File: config.mk
export PLATFORM = sky130hd
export DESIGN_NAME = lcd_hd44780_ctrl_flat
export DESIGN_NICKNAME = d
export VERILOG_FILES = /design/src/rtl/lcd_hd44780_ctrl_if.sv /design/src/rtl/lcd_hd44780_ctrl.sv /design/src/flat_wrapper.sv
export SDC_FILE = /design/constraint.sdc
export NUM_CORES = 1
export LEC_CHECK = 0
export CAP_MARGIN = 20
export CORE_MARGIN = 2
export CORE_UTILIZATION = 59
export CTS_CLUSTER_DIAMETER = 80
export CTS_CLUSTER_SIZE = 10
export DETAILED_ROUTE_END_ITERATION = 6
export PLACE_DENSITY = 0.85
export RECOVER_POWER = 25
export SYNTH_ARGS = -nofsm -noshare
export SYNTH_HDL_FRONTEND = slang
export SYNTH_SLANG_ARGS = --single-unit
File: constraint.sdc
create_clock -name clk_1ms -period 5.5 [get_ports clk_1ms]
set_input_delay 1.1 -clock clk_1ms [delete_from_list [all_inputs] [get_ports clk_1ms]]
set_output_delay 1.1 -clock clk_1ms [all_outputs]
set_load 0.005 [all_outputs]
File: src/rtl/lcd_hd44780_ctrl_if.sv
// Byte handshake between the display logic (master) and the HD44780 controller (slave).
interface lcd_hd44780_ctrl_if;
  logic       in_valid;
  logic       in_rs;
  logic [7:0] in_data;
  logic       in_ready;

  modport master (output in_valid, output in_rs, output in_data, input in_ready);
  modport slave  (input in_valid, input in_rs, input in_data, output in_ready);
endinterface

File: src/rtl/lcd_hd44780_ctrl.sv
// HD44780 8-bit write-only bus controller: power-on init sequence, then timed
// E-strobe write cycles for command/data bytes taken over a valid/ready handshake.
module lcd_hd44780_ctrl #(
  parameter int unsigned POWERUP_CYCLES = 20,
  parameter int unsigned INIT_LONG_WAIT = 5,
  parameter int unsigned SHORT_WAIT     = 1,
  parameter int unsigned LONG_WAIT      = 2
) (
  input  logic                      clk_1ms,
  input  logic                      reset,
  lcd_hd44780_ctrl_if.slave         bus,
  output logic                      init_done,
  output logic                      E,
  output logic                      RW,
  output logic                      RS,
  output logic [7:0]                DB
);

  localparam int unsigned MAX_AB  = (POWERUP_CYCLES > INIT_LONG_WAIT) ? POWERUP_CYCLES : INIT_LONG_WAIT;
  localparam int unsigned MAX_CNT = (MAX_AB > LONG_WAIT) ? MAX_AB : LONG_WAIT;
  localparam int unsigned CNT_W   = $clog2(MAX_CNT + 1);
  localparam int unsigned N_INIT  = 8;
  localparam int unsigned IDX_W   = 3;

  typedef enum logic [3:0] {
    PWRUP, INIT_SETUP, INIT_EHI, INIT_ELO, INIT_WAIT,
    IDLE, WR_SETUP, WR_EHI, WR_ELO, WR_WAIT
  } state_t;

  state_t             state, state_d;
  logic [CNT_W-1:0]   cnt, cnt_d;
  logic [IDX_W-1:0]   idx, idx_d;
  logic               e_q, e_d;
  logic               ready_q, ready_d;
  logic               done_q, done_d;
  logic               rs_q, rs_d;
  logic [7:0]         db_q, db_d;

  function automatic logic [7:0] init_byte(input logic [IDX_W-1:0] i);
    case (i)
      3'd0, 3'd1, 3'd2, 3'd3: init_byte = 8'h38;
      3'd4:                   init_byte = 8'h08;
      3'd5:                   init_byte = 8'h01;
      3'd6:                   init_byte = 8'h06;
      default:                init_byte = 8'h0C;
    endcase
  endfunction

  // Wait-state count minus one, so the WAIT state ends when the counter reaches 0.
  function automatic logic [CNT_W-1:0] wait_load(input logic rs, input logic [7:0] data,
                                                 input logic first);
    int unsigned w;
    if (first)                                      w = INIT_LONG_WAIT;
    else if (!rs && (data inside {8'h01, 8'h02, 8'h03})) w = LONG_WAIT;
    else                                            w = SHORT_WAIT;
    if (w == 0) w = 1;
    return CNT_W'(w - 1);
  endfunction

  // State and output registers
  always_ff @(posedge clk_1ms or posedge reset) begin
    if (reset) begin
      state   <= PWRUP;
      cnt     <= '0;
      idx     <= '0;
      e_q     <= 1'b0;
      ready_q <= 1'b0;
      done_q  <= 1'b0;
      rs_q    <= 1'b0;
      db_q    <= 8'h00;
    end else begin
      state   <= state_d;
      cnt     <= cnt_d;
      idx     <= idx_d;
      e_q     <= e_d;
      ready_q <= ready_d;
      done_q  <= done_d;
      rs_q    <= rs_d;
      db_q    <= db_d;
    end
  end

  // Next-state, wait counter and init index
  always_comb begin
    state_d = state;
    cnt_d   = cnt;
    idx_d   = idx;
    case (state)
      PWRUP: begin
        if (cnt == CNT_W'(POWERUP_CYCLES)) begin
          state_d = INIT_SETUP;
          cnt_d   = '0;
        end else begin
          cnt_d = cnt + CNT_W'(1);
        end
      end
      INIT_SETUP: state_d = INIT_EHI;
      INIT_EHI:   state_d = INIT_ELO;
      INIT_ELO: begin
        state_d = INIT_WAIT;
        cnt_d   = wait_load(rs_q, db_q, idx == '0);
      end
      INIT_WAIT: begin
        if (cnt != '0) begin
          cnt_d = cnt - CNT_W'(1);
        end else if (idx == IDX_W'(N_INIT - 1)) begin
          state_d = IDLE;
        end else begin
          state_d = INIT_SETUP;
          idx_d   = idx + IDX_W'(1);
        end
      end
      IDLE: if (ready_q && bus.in_valid) state_d = WR_SETUP;
      WR_SETUP: state_d = WR_EHI;
      WR_EHI:   state_d = WR_ELO;
      WR_ELO: begin
        state_d = WR_WAIT;
        cnt_d   = wait_load(rs_q, db_q, 1'b0);
      end
      WR_WAIT: begin
        if (cnt != '0) cnt_d = cnt - CNT_W'(1);
        else           state_d = IDLE;
      end
      default: state_d = PWRUP;
    endcase
  end

  // Outputs are registered from the next state so they line up with the state they belong to
  always_comb begin
    e_d     = (state_d == INIT_EHI) || (state_d == WR_EHI);
    ready_d = (state_d == IDLE);
    done_d  = done_q || (state_d == IDLE);
    rs_d    = rs_q;
    db_d    = db_q;
    if (state_d == INIT_SETUP) begin
      rs_d = 1'b0;
      db_d = init_byte(idx_d);
    end else if (state_d == WR_SETUP) begin
      rs_d = bus.in_rs;
      db_d = bus.in_data;
    end
  end

  assign bus.in_ready = ready_q;
  assign init_done    = done_q;
  assign E            = e_q;
  assign RW           = 1'b0;
  assign RS           = rs_q;
  assign DB           = db_q;

endmodule
File: src/flat_wrapper.sv
// flat-port wrapper written by rule: the top's interface ports become plain ports
module lcd_hd44780_ctrl_flat 
#(
  parameter int unsigned POWERUP_CYCLES = 20,
  parameter int unsigned INIT_LONG_WAIT = 5,
  parameter int unsigned SHORT_WAIT     = 1,
  parameter int unsigned LONG_WAIT      = 2
)
  (clk_1ms, reset, init_done, E, RW, RS, DB, bus_in_valid, bus_in_rs, bus_in_data, bus_in_ready);
  lcd_hd44780_ctrl_if bus_i ();
  input  logic clk_1ms;
  input  logic reset;
  output logic init_done;
  output logic E;
  output logic RW;
  output logic RS;
  output logic [7:0] DB;
  input wire logic [$bits(bus_i.in_valid)-1:0] bus_in_valid;
  input wire logic [$bits(bus_i.in_rs)-1:0] bus_in_rs;
  input wire logic [$bits(bus_i.in_data)-1:0] bus_in_data;
  output wire logic [$bits(bus_i.in_ready)-1:0] bus_in_ready;
  assign bus_i.in_valid = bus_in_valid;
  assign bus_i.in_rs = bus_in_rs;
  assign bus_i.in_data = bus_in_data;
  assign bus_in_ready = bus_i.in_ready;
  lcd_hd44780_ctrl #(.POWERUP_CYCLES(POWERUP_CYCLES), .INIT_LONG_WAIT(INIT_LONG_WAIT), .SHORT_WAIT(SHORT_WAIT), .LONG_WAIT(LONG_WAIT)) u_core (.clk_1ms(clk_1ms), .reset(reset), .bus(bus_i), .init_done(init_done), .E(E), .RW(RW), .RS(RS), .DB(DB));
endmodule
==> results_dict.tcl <==
set metrics [dict create \
    synth-edff-count 0 \
    numPortBuffers 23 \
    drive_above_1_share 0.116 \
    gp_congestion 0.871 \
    period_minus_slack_ns 2.86 \
    vias_per_cell 6.33 \
    crit_type "reg2reg" \
    synth_top_family_by_area "compound AO/OA/AOI/OAI gates" \
    clock_sinks 24 \
    crit_slowest_cell "or4b_1" \
    layout_common_cells "24 x dfrtp_1, 22 x clkdlybuf4s50_1, 14 x nor2_1" \
    synth_ff_type "dfrtp_1" \
    crit_chain "or4b_1 > and2_0 > nand3_1 > o21ai_0 > ha_1 > nand2_1 > xor2_1 > o21ai_0 > a311o_1" \
    worst_pin_slew_ns 0.937 \
    max_stage_delay_ns 0.65 \
    clock-root-buffer "clkbuf_4" \
    avgRoutedWirePerCell_um 16.2 \
    initial_core_util 0.607 \
    worstHoldStart "u_core.init_done" \
    fp.dieW_um 59.6 \
    p_per_area_nw_per_um2 486 \
    synthSimpleGateAreaFrac 0.227 \
    path_buf_inv 0 \
    hold_path_end "u_core.init_done" \
    crit_required_ns 5.72 \
    core_area_um2 3000 \
    drt_pass1_iterations 4 \
    ys_ff_latch 24 \
    grt_max_degree 25 \
    period_share 0.520 \
    grt_pass1_vias 1391 \
    max-slew-margin-rel 0.375 \
    irDropWorstVdd_mv 0.265 \
    grt_overflow 0 \
    cp-end-kind "flop" \
    finalHoldViolations 0 \
    fin_skew_ns 0.00312 \
    reg2reg_depth 9 \
    r2r_setup_slack_ns 2.64 \
    worst_r2r_endpoint "u_core.cnt[4]" \
    grt_pass1_wl_um 6190 \
    leakage_nw 0.810 \
    post_cts_resized 0 \
    fin_cells 232 \
    grtUsageTotal 0.226 \
    yosysUniqueCellTypes 65 \
    yosysWarningCount 0 \
    dp_hpwl_um 2780 \
    io_pins 25 \
    cts_buffers 3 \
    drt_iter0_markers 75 \
    netlist_instances 187 \
    clockBufferDepth 2 \
    avgSynthCellArea_um2 9.74 \
    postCtsSetupRepairBufs 0 \
    die_y_um 59.6 \
    synth_compound_area_frac 0.258 \
    synth_xor_area_frac 0.0337 \
    wl_um 3760 \
    syn_nets 204 \
    clk_pin_slew_ns 0.13 \
    die_area_um2 3550 \
    htreeDepth 1 \
    drc_errors 0 \
    syn_to_final_growth_pct 8.52 \
    tns_ns 0 \
    nNetsFinal 218 \
    antenna_found_initial 0 \
    finalMaxSlewViolations 0 \
    vias 1468 \
    fill_cells 249 \
    synth_area_um2 1820 \
    cap_violations 0 \
    yosys.area_share.adder 0.0343 \
    clkLatencyLatePin_ns 0.32 \
    crit_family "simple AND/OR/NAND/NOR gates" \
    synthMuxAreaShare 0.0227 \
    synthArstFlopShare 1.00 \
    hold_ws_ns 0.496 \
    grt_setup_unrepaired "false" \
    crit_arrival_ns 3.08 \
    final_common_cell "dfrtp_1" \
    dp.cells 228 \
    start_kind "flop" \
    outcome "finished, final reports clean" \
    n_antenna_cell 0 \
    setup_viol 0 \
    drtAntennaViolNets 0 \
    yosysSeqAreaShare 0.330 \
    reg2reg_from "u_core.state[3]" \
    crit_top_cell "o21ai_0" \
    worstPathMaxFanout 19 \
    hold_path_depth 1 \
    cts_tree "yes" \
    worstHoldPathType "reg2reg" \
    rows 20 \
    max_freq_mhz 350 \
    cts_hold_buffers 0 \
]
-- logic make-up (layout without fill, tap and decap cells) --
family,count (synthesis),in the layout
adder cells (fa/ha/maj),5,5
AO/OA/AOI/OAI,56,56
buffers and inverters,25,37
AND/OR/NAND/NOR,65,65
XOR/XNOR,7,7
other,1,1
flip-flops,24,24
multiplexers,4,4
-- sequential cells by signal, indices dropped and copies added, names as in the netlist --
signal,cells
u_core.idx,3
u_core.DB,8
u_core.cnt,5
u_core.E,1
u_core.init_done,1
u_core.bus.in_ready,1
u_core.RS,1
u_core.state,4
-- routing by layer --
| layer | global-route usage | vias to the layer above | part of all wire |
|---|---|---|---|
| met1 | 0.295 | 719 | 0.43 |
| met5 | 0 | - | 0 |
| met4 | 0.0667 | 0 | 0.0077 |
| met3 | 0.0306 | 4 | 0.038 |
| met2 | 0.388 | 37 | 0.52 |
| li1 | - | 708 | - |
-- cell type report --
type / count / area, um^2 / share of cell area
sequential: 24 / 601 / 0.304
multi-input combinational: 138 / 1040 / 0.526
timing repair buffer: 24 / 235 / 0.119
tap: 33 / 41.3 / 0.0209
clock buffer: 3 / 22.5 / 0.0114
inverter: 10 / 37.5 / 0.0190
-- Yosys cell counts (3+ instances only) --
cell type / instances / area (um^2)
a21boi_0: 3 / 22.5
a21oi_1: 7 / 35.0
a22oi_1: 3 / 22.5
buf_2: 4 / 20.0
buf_4: 3 / 22.5
buf_6: 5 / 56.3
dfrtp_1: 24 / 601
ha_1: 5 / 62.6
inv_1: 10 / 37.5
mux2i_1: 3 / 30.0
nand2_1: 12 / 45.0
nand2b_1: 4 / 25.0
nand3_1: 4 / 20.0
nor2_1: 14 / 52.6
nor2b_1: 3 / 18.8
nor3_1: 5 / 25.0
nor4b_1: 4 / 35.0
o21ai_0: 11 / 55.1
xnor2_1: 5 / 43.8
-- per-stage QoR --
| step | utilization | cell area (um^2) | power [W] | worst slack (ns) |
|---|---|---|---|---|
| 2_1_floorplan | - | 1820 | 0.000789 | 3.07 |
| 6_report | 0.658 | 1980 | 0.000962 | 2.64 |
| 4_1_cts | 0.661 | 1990 | 0.000964 | 2.65 |
| 3_3_place_gp | 0.654 | 1960 | 0.000861 | 2.60 |
| 3_5_place_dp | 0.654 | 1960 | 0.000884 | 2.52 |
| 5_1_grt | 0.658 | 1980 | 0.00103 | 2.45 |
-- power breakdown --
group	switching (W)	internal, W
clock network	0.0000546	0.0000257
logic	0.000272	0.000269
registers	0.000106	0.000234
-- worst reg2reg max path, cell delays in order, from the launching register on --
cell     delay, ns
dfrtp_1       0.64
or4b_1        0.66
and2_0        0.29
nand3_1       0.14
o21ai_0       0.09
ha_1          0.23
nand2_1       0.08
xor2_1        0.15
o21ai_0       0.10
a311o_1       0.37
-- how the worst max path moves through the flow --
| stage | to | cells past startpoint | slack [ns] | startpoint |
|---|---|---|---|---|
| after floorplan | u_core.cnt[4] | 10 | 3.07 | u_core.state[3] |
| after global placement | u_core.DB[3] | 6 | 2.60 | bus_in_valid |
| after detailed placement | u_core.DB[3] | 6 | 2.52 | bus_in_valid |
| after CTS | u_core.cnt[4] | 8 | 2.65 | u_core.state[3] |
| after global routing | u_core.cnt[4] | 9 | 2.45 | u_core.state[3] |
| final | u_core.cnt[4] | 9 | 2.64 | u_core.state[3] |
Note: power is estimated with default switching activity, not from simulation.
